## config.mk

```make
export PLATFORM = sky130hd
export DESIGN_NAME = branch_predict_unit
export DESIGN_NICKNAME = d
export VERILOG_FILES = /design/src/rtl/branch_pkg.sv /design/src/rtl/branch_history_table.sv /design/src/rtl/branch_predict_unit.sv
export SDC_FILE = /design/constraint.sdc
export NUM_CORES = 1
export LEC_CHECK = 0
export CORE_ASPECT_RATIO = 0.75
export CORE_UTILIZATION = 40
export CTS_BUF_LIST = sky130_fd_sc_hd__clkbuf_4 sky130_fd_sc_hd__clkbuf_8
export DETAILED_ROUTE_END_ITERATION = 7
export GPL_TIMING_DRIVEN = 0
export PLACE_DENSITY = 0.58
export RECOVER_POWER = 25
export REMOVE_ABC_BUFFERS = 1
export SLEW_MARGIN = 10
export SYNTH_ARGS = -nofsm -noshare
export SYNTH_HDL_FRONTEND = slang
export SYNTH_SLANG_ARGS = --single-unit
```

## constraint.sdc

```tcl
create_clock -name clk -period 7.65 [get_ports clk]
set_clock_uncertainty 0.2 [all_clocks]
set_input_delay 0.765 -clock clk [delete_from_list [all_inputs] [get_ports clk]]
set_output_delay 0.765 -clock clk [all_outputs]
set_load 0.02 [all_outputs]
```

## src/rtl/branch_pkg.sv

```systemverilog
// Shared constants for the branch predictor: 2-bit counter encodings,
// the default table depth, and the saturating counter step.
package branch_pkg;

    localparam int BHT_DEPTH_DEFAULT = 16;

    localparam logic [1:0] STRONG_NT = 2'd0;
    localparam logic [1:0] WEAK_NT   = 2'd1;
    localparam logic [1:0] WEAK_T    = 2'd2;
    localparam logic [1:0] STRONG_T  = 2'd3;

    function automatic logic [1:0] ctr_next(input logic [1:0] ctr, input logic taken);
        logic [1:0] nxt;
        nxt = ctr;
        if (taken && ctr != STRONG_T)
            nxt = ctr + 2'd1;
        else if (!taken && ctr != STRONG_NT)
            nxt = ctr - 2'd1;
        return nxt;
    endfunction

endpackage

```

## src/rtl/branch_history_table.sv

```systemverilog
// Direct-mapped branch history table: valid bit, 2-bit saturating counter and
// target per entry. Combinational read port returns the pre-update entry.
module branch_history_table
    import branch_pkg::*;
#(
    parameter int PC_W  = 8,
    parameter int DEPTH = BHT_DEPTH_DEFAULT,
    parameter int IDX_W = $clog2(DEPTH)
) (
    input  logic             clk,
    input  logic             reset,
    input  logic [IDX_W-1:0] rd_idx,
    output logic             rd_valid,
    output logic [1:0]       rd_ctr,
    output logic [PC_W-1:0]  rd_target,
    input  logic             wr_en,
    input  logic [IDX_W-1:0] wr_idx,
    input  logic             wr_taken,
    input  logic [PC_W-1:0]  wr_target
);

    logic            valid_q  [DEPTH];
    logic [1:0]      ctr_q    [DEPTH];
    logic [PC_W-1:0] target_q [DEPTH];

    always_ff @(posedge clk) begin
        if (reset) begin
            for (int i = 0; i < DEPTH; i++) begin
                valid_q[i] <= 1'b0;
                ctr_q[i]   <= WEAK_NT;
            end
        end else if (wr_en) begin
            valid_q[wr_idx] <= 1'b1;
            ctr_q[wr_idx]   <= ctr_next(ctr_q[wr_idx], wr_taken);
        end
    end

    // Targets are qualified by valid, so they need no reset.
    always_ff @(posedge clk) begin
        if (wr_en && wr_taken)
            target_q[wr_idx] <= wr_target;
    end

    assign rd_valid  = valid_q[rd_idx];
    assign rd_ctr    = ctr_q[rd_idx];
    assign rd_target = target_q[rd_idx];

endmodule

```

## src/rtl/branch_predict_unit.sv

```systemverilog
// Fetch-side branch prediction with resolve-stage mispredict redirect.
// Define BRANCH_STATS_EN to add saturating br_count / mispred_count outputs.
module branch_predict_unit
    import branch_pkg::*;
#(
    parameter int PC_W      = 8,
    parameter int BHT_DEPTH = BHT_DEPTH_DEFAULT
) (
    input  logic            clk,
    input  logic            reset,
    input  logic [PC_W-1:0] if_pc,
    output logic            pred_taken,
    output logic [PC_W-1:0] pred_pc,
    input  logic            ex_valid,
    input  logic [PC_W-1:0] ex_pc,
    input  logic [31:0]     ex_imm,
    input  logic            ex_branch,
    input  logic            ex_jalr,
    input  logic [31:0]     ex_alu_result,
    input  logic            ex_pred_taken,
    input  logic [PC_W-1:0] ex_pred_pc,
    output logic [PC_W-1:0] pc_four,
    output logic            redirect,
    output logic [PC_W-1:0] redirect_pc
`ifdef BRANCH_STATS_EN
    ,
    output logic [15:0]     br_count,
    output logic [15:0]     mispred_count
`endif
);

    localparam int IDX_W = $clog2(BHT_DEPTH);

    logic            rd_valid;
    logic [1:0]      rd_ctr;
    logic [PC_W-1:0] rd_target;
    logic            is_cf;
    logic            actual_taken;
    logic [PC_W-1:0] actual_pc;
    logic            mispredict;
    logic            unused_bits;

    branch_history_table #(
        .PC_W  (PC_W),
        .DEPTH (BHT_DEPTH),
        .IDX_W (IDX_W)
    ) u_bht (
        .clk       (clk),
        .reset     (reset),
        .rd_idx    (if_pc[IDX_W-1:0]),
        .rd_valid  (rd_valid),
        .rd_ctr    (rd_ctr),
        .rd_target (rd_target),
        .wr_en     (ex_valid & is_cf),
        .wr_idx    (ex_pc[IDX_W-1:0]),
        .wr_taken  (actual_taken),
        .wr_target (actual_pc)
    );

    assign pred_taken = rd_valid & rd_ctr[1];
    assign pred_pc    = pred_taken ? rd_target : if_pc + PC_W'(1);
    assign pc_four    = ex_pc + PC_W'(1);

    assign is_cf        = ex_branch | ex_jalr;
    assign actual_taken = ex_jalr | (ex_branch & ex_alu_result[0]);

    always_comb begin
        actual_pc = pc_four;
        if (ex_jalr)
            actual_pc = ex_alu_result[PC_W-1:0];
        else if (actual_taken)
            actual_pc = ex_pc + ex_imm[PC_W-1:0];
    end

    // A target mismatch only matters when the branch was really taken.
    assign mispredict = ex_valid &
                        ((actual_taken != ex_pred_taken) |
                         (actual_taken & (actual_pc != ex_pred_pc)));

    always_ff @(posedge clk) begin
        if (reset) begin
            redirect    <= 1'b0;
            redirect_pc <= '0;
        end else begin
            redirect <= mispredict;
            if (mispredict)
                redirect_pc <= actual_pc;
        end
    end

`ifdef BRANCH_STATS_EN
    always_ff @(posedge clk) begin
        if (reset) begin
            br_count      <= '0;
            mispred_count <= '0;
        end else begin
            if (ex_valid && is_cf && br_count != 16'hFFFF)
                br_count <= br_count + 16'd1;
            if (mispredict && mispred_count != 16'hFFFF)
                mispred_count <= mispred_count + 16'd1;
        end
    end
`endif

    assign unused_bits = &{1'b0, ex_imm[31:PC_W], ex_alu_result[31:PC_W]};

endmodule

```

==> run summary, run 1 <==
wire length per cell - 20.1 µm
status - finished, violations left
Area Growth Syn to Fin - 15.4%
Slew @ Worst Pin - 1510 ps
DR vias/cell - 5.57
Final Max Tran Viols - 9
crit path capture type - output port
crit path buf inv count - 2
Hold WC Path Type - register to register
CTS clk-pin slew, worst paths - 90 ps
final hold violation count - 0
GRT Total Usage - 0.184
Final Net Count - 812
post-synthesis mux area share - 0.135
FFs w/ async S/R, synth - 0
Hold Path Stages - 2
library cells used by synthesis - 67
cts hold-fix bufs - 0
max incr delay on CP - 1210 ps
Max VDD drop - 0.130 mV
setup TNS - 0 ps
PwrDens - 205 nW/µm²
n_diodes - 0
CTS tree - yes
antenna violations before repair - 0
largest cells by area after synthesis - edfxtp_1 54%, mux4_2 12%, dfxtp_1 5.7%, nand2_1 2.7%, nor2_1 2.1%
Tcrit/Tclk final - 0.661
Avg Cell Area, Syn - 13.6 µm²
Hold WS - 271 ps
HPWL Detailed - 13,900 µm
Yosys reg bits - 185
first-pass GRT wire length - 30,900 µm
layout cells sized above 1 - 0.154
fillers - 1,911
clock sink count - 185
DIE WIDTH - 174 µm
cells along the critical path - clkdlybuf4s50_1 > o21ai_0 > o211a_1 > or2_2 > o21ai_0 > clkdlybuf4s50_1
Crit Path Max Fanout - 20
Post-synth EDFFs - 160
Worst-Skew Late Latency - 460 ps
post-synthesis cell count - 649
Gates resized, CTS repair - 0
Iter 0 DRT Violations - 483
r2r worst-path depth - 7
RSZ-0062 raised after global routing - false
largest net degree at the start of global routing - 42
Slowest cell on crit path - clkdlybuf4s50_1
RePlAce Congestion - 0.852
Synth Area in XOR/XNOR - 0.0208
failing checks - max-capacitance violations, max-slew violations
required time worst endpoint - 6680 ps
max-cap viol count - 1
count leader, synth - edfxtp_1
Buffers on Ports - 71
Fmax - 198 MHz
FP Rows - 46
WS Path Type - input port to output port
HP Start - u_bht.valid_q[4]
Synth Area in Simple Gates - 0.103
Final Cell Area - 10,200 µm²
via count - 5,597
fin crit period - 5060 ps
post-synthesis compound-gate area fraction - 0.0871
final WL - 20,200 µm
final setup fails - 0
Critical R2R Capture - u_bht.ctr_q[10][1]
remaining global-route overflow - 0
reg-to-reg slack, setup - 4060 ps
Hold Path End - u_bht.valid_q[4]
Largest delay share family, worst path - buffers and inverters
first-pass detailed-route iteration total - 5
Startpoint Class - input port
TritonCTS buffer count - 17
register area share after synthesis - 0.601
commonest cells in the synthesized netlist - 160 x edfxtp_1, 63 x nand2_1, 49 x mux4_2, 49 x nor2_1, 33 x nand3_1
DRC Markers - 0
vias in the first global route - 5,483
post-synthesis instance area - 8830 µm²
area share of the largest cell type after synthesis - 0.544
post-synthesis adder-cell area fraction - 0.0221
# H-tree levels - 4
core area - 21,400 µm²
antenna viol nets, final - 0
reg2reg start - u_bht.ctr_q[12][0]
max_slew headroom - -0.0174
CTS Buffer Depth - 2
die area - 22,700 µm²
static leakage - 3.39 nW
die height - 131 µm
Starting Density - 0.412
Ys Warns - 0
top cell type by total area after synthesis - edfxtp_1
ys flop type - edfxtp_1
WP data arrival - 4090 ps
placed cell areas - 9800 µm²
largest family of logic cells by synthesized area - multiplexers
# IOs - 120
postcts setup bufs - 0
Root Driver - clkbuf_8
-- state kept, by name, summed over array words and instances, names as in the netlist --
name            flops
u_bht.target_q    128
u_bht.ctr_q        32
u_bht.valid_q      16
redirect_pc         8
redirect            1
-- cells by family after synthesis --
family | count (synthesis)
buffers and inverters | 69
and+or+nand+nor | 195
muxes | 57
xor gates and xnor gates | 21
AOI/OAI and AO/OA | 107
adders and majority gates | 15
DFF | 185
-- cells in the final DEF (no fill, tap or decap), types with 4 or more instances in the layout --
cell type,instances
mux4_2,49
mux2_2,4
xnor2_1,10
nand2_1,63
edfxtp_1,160
xor2_1,10
o2111ai_1,4
o21ai_1,6
ha_1,14
clkbuf_8,19
inv_6,4
nand3_1,33
o211ai_1,4
a21oi_1,19
o211a_1,5
nand2b_1,7
dlygate4sd3_1,11
a21o_1,4
a41o_1,4
o21ai_0,24
nor2_1,49
nor2b_1,5
dfxtp_1,25
mux2i_1,4
clkdlybuf4s50_1,58
nor3_1,9
inv_1,29
and2_1,5
-- metrics by stage --
stage	utilization	power, mW	cells	setup WS (ps)
floorplan	-	1.32	610	3840
global placement	0.455	1.46	969	1210
detailed placement	0.458	1.47	972	2150
CTS	0.476	2.10	1004	2550
global route	0.476	2.17	1004	2370
finish	0.476	2.09	1004	2590
-- how the worst max path moves through the flow --
stage	start	end	slack (ps)	depth (start not counted)
finish	if_pc[2]	pred_pc[3]	2590	6
global route	if_pc[2]	pred_pc[6]	2370	8
CTS	if_pc[2]	pred_pc[3]	2550	6
detailed placement	ex_pc[0]	redirect_pc[2]	2150	10
global placement	if_pc[1]	pred_pc[3]	1210	8
floorplan	ex_pc[0]	u_bht.target_q[0][6]	3840	6
-- final cells by class --
type / count / area [µm²] / share of cell area
clock buffer: 19 / 262 / 0.0257
clock inverter: 13 / 134 / 0.0131
tap: 288 / 360 / 0.0354
timing repair buffer: 74 / 738 / 0.0724
sequential: 185 / 5310 / 0.520
inverter: 30 / 113 / 0.0110
multi-input combinational: 395 / 3280 / 0.322
-- worst register-to-register path, delay by kind of cell, from the launching register on --
| kind | cells | cell delay, ps |
|---|---|---|
| adders and majority gates | 1 | 240 |
| buffers and inverters | 1 | 110 |
| DFF | 1 | 400 |
| muxes | 2 | 1040 |
| and+or+nand+nor | 3 | 1300 |
-- per-layer routing --
metal  wire length (µm)  global-route usage  vias up
li1                   -                   -     2592
met1               9530               0.265     2787
met2               9080               0.284      206
met3               1380              0.0463       12
met4                155              0.0406        0
met5                  0                   0        -
-- report_power, final --
part	switching, mW	internal [mW]	leakage, nW
Combinational	0.182	0.124	1.55
Clock	0.363	0.284	0.202
Sequential	0.00784	1.13	1.64
Total	0.553	1.54	3.39
No activity file was read; power rests on OpenSTA's default activity.
==> run 2: changes to the inputs <==
PLACE_DENSITY = 0.61   (was 0.58)
clock period = 4.3 ns   (was 7.65 ns; I/O delays follow)
==> run 2 against run 1 <==
Net effect: the run now ends clean; sequential power up 77%; cell count about the same; routed wire length shrank 0.64%; final area fell by 0.18%; register-to-register slack worse by 3200 ps; first-iteration DRC count decreased by 34%; critical path depth did not move; setup slack worse by 2400 ps; critical path type unchanged; highest routed layer unchanged.
==> run summary, run 2 (same netlist as run 1, synthesis figures left out) <==
status - complete, no violations (was finished, violations left)
Worst-Skew Late Latency - 460 ps (about the same)
Tcrit/Tclk final - 0.955
Crit Path Max Fanout - 20 (unchanged)
# IOs - 120 (unchanged)
first-pass GRT wire length - 30,900 µm (about the same)
largest net degree at the start of global routing - 42 (unchanged)
remaining global-route overflow - 0 (unchanged)
DIE WIDTH - 174 µm (unchanged)
RePlAce Congestion - 0.857 (was 0.852)
setup TNS - 0 ps (unchanged)
first-pass detailed-route iteration total - 5 (unchanged)
Startpoint Class - input port (unchanged)
static leakage - 3.39 nW (about the same)
Root Driver - clkbuf_8 (unchanged)
final hold violation count - 0 (unchanged)
clock sink count - 185 (unchanged)
antenna violations before repair - 0 (unchanged)
internal power of the cells - 2.74 mW (was 1.54 mW)
Clock Power Share - 0.305 (was 0.310)
via count - 5,615 (was 5,597)
max FFs per register - 128 (unchanged)
die area - 22,700 µm² (unchanged)
PwrDens - 362 nW/µm² (was 205 nW/µm²)
max_slew headroom - 0.0327 (was -0.0174)
wire length per cell - 20.0 µm (was 20.1 µm)
Hold WC Path Type - register to register (unchanged)
final setup fails - 0 (unchanged)
vias in the first global route - 5,548 (was 5,483)
cts hold-fix bufs - 0 (unchanged)
die height - 131 µm (unchanged)
WP data arrival - 3480 ps (was 4090 ps)
combinational fraction of design power - 0.146 (about the same)
Iter 0 DRT Violations - 318 (was 483)
Reg with most FFs - u_bht.target_q (unchanged)
placed cells - 972 (unchanged)
WS Path Type - input port to output port (unchanged)
Largest regs - u_bht.target_q (128), u_bht.ctr_q (32), u_bht.valid_q (16) (unchanged)
n_diodes - 0 (unchanged)
Fmax - 243 MHz
layout cells sized above 1 - 0.151 (was 0.154)
Area Growth Syn to Fin - 15.2% (was 15.4%)
Max VDD drop - 0.195 mV (was 0.130 mV)
core area - 21,400 µm² (unchanged)
Gates resized, CTS repair - 3 (was 0)
placed cell areas - 9810 µm² (was 9800 µm²)
fin crit period - 4110 ps
Flop pwr share - 0.549 (was 0.544)
Buffers on Ports - 71 (unchanged)
max-cap viol count - 0 (was 1)
HPWL Detailed - 14,000 µm (was 13,900 µm)
DP Worst Slack - -834 ps (was 2150 ps)
GRT Total Usage - 0.182 (was 0.184)
r2r worst-path depth - 7 (unchanged)
post-route insts no fill - 1,003 (was 1,004)
crit path capture type - output port (unchanged)
Psw - 0.941 mW (was 0.553 mW)
DR vias/cell - 5.60 (was 5.57)
FP Rows - 46 (unchanged)
highest-count cells in the layout ignoring fill and taps - 160 x edfxtp_1, 63 x nand2_1, 53 x clkdlybuf4s50_1 (was 160 x edfxtp_1, 63 x nand2_1, 58 x clkdlybuf4s50_1)
Final Cell Area - 10,200 µm² (about the same)
Hold Path Stages - 2 (unchanged)
Final Max Tran Viols - 0 (was 9)
# H-tree levels - 4 (unchanged)
required time worst endpoint - 3670 ps (was 6680 ps)
CTS tree - yes (unchanged)
CTS clk-pin slew, worst paths - 90 ps (about the same)
postcts setup bufs - 0 (unchanged)
RSZ-0062 raised after global routing - false (unchanged)
Final Net Count - 812 (unchanged)
Starting Density - 0.412 (unchanged)
switching share of power - 0.256 (was 0.265)
DRC Markers - 0 (unchanged)
final setup margin - 193 ps (was 2590 ps)
antenna viol nets, final - 0 (unchanged)
Slew @ Worst Pin - 1440 ps (was 1510 ps)
Final Core Density - 0.475 (was 0.476)
commonest non-fill, non-tap cell in the layout - edfxtp_1 (unchanged)
TritonCTS buffer count - 17 (unchanged)
final WL - 20,000 µm (was 20,200 µm)
CTS Buffer Depth - 2 (unchanged)
[run 2: cell count changes in the layout (fill, tap and decap cells not counted), moves of 2 or more]
cell / previous run / this run
clkinv_2: 2 / 5
clkbuf_1: 0 / 2
clkdlybuf4s50_1: 58 / 53
clkinv_4: 2 / 0
clkinvlp_4: 1 / 3
clkbuf_8: 19 / 17
dlymetal6s2s_1: 0 / 2
inv_6: 4 / 2
[run 2: worst max-delay path, stage by stage]
cell             delay (ps)
dlygate4sd2_1           920
o21ai_0                 330
o211a_1                 290
or2_2                   450
o21ai_0                 370
clkdlybuf4s50_1         680
[run 2: path summary, 6_finish.rpt]
path                                          from  slack (ps)            endpoint
worst max-delay path                      if_pc[2]         190          pred_pc[3]
worst min register to register   u_bht.valid_q[10]         270   u_bht.valid_q[10]
worst min-delay path             u_bht.valid_q[10]         270   u_bht.valid_q[10]
worst max register to register  u_bht.ctr_q[14][0]         820  u_bht.ctr_q[15][1]
[run 2: through the flow]
| step | hold slack [ps] | power [mW] |
|---|---|---|
| after global routing | 287 | 3.80 |
| after CTS | 274 | 3.70 |
| final | 272 | 3.68 |
| after global placement | 255 | 2.59 |
| after detailed placement | 259 | 2.61 |
| after floorplan | 241 | 2.36 |
[run 2: area by class of cell]
class | count | area [µm²]
multi-input cells | 395 | 3290
clock inverters | 13 | 129
fillers | 1861 | 11200
flip-flops and latches | 185 | 5310
clock buffers | 18 | 241
repair buffers | 74 | 739
inverters | 30 | 113
well taps | 288 | 360
[run 2: layer usage]
layer | GRT usage | share of wire | vias up
met1 | 0.267 | 0.47 | 2791
met5 | 0 | 0 | -
met3 | 0.0339 | 0.074 | 32
met2 | 0.275 | 0.44 | 206
met4 | 0.0593 | 0.015 | 0
li1 | - | - | 2586
[run 2: power groups by stage]
stage / registers (mW) / clock network [mW] / logic (mW)
6_report: 2.02 / 1.12 / 0.539
5_1_grt: 2.03 / 1.19 / 0.585
4_1_cts: 2.02 / 1.13 / 0.547
3_5_place_dp: 2.06 / 0 / 0.545
3_3_place_gp: 2.06 / 0 / 0.532
2_1_floorplan: 2.06 / 0 / 0.291
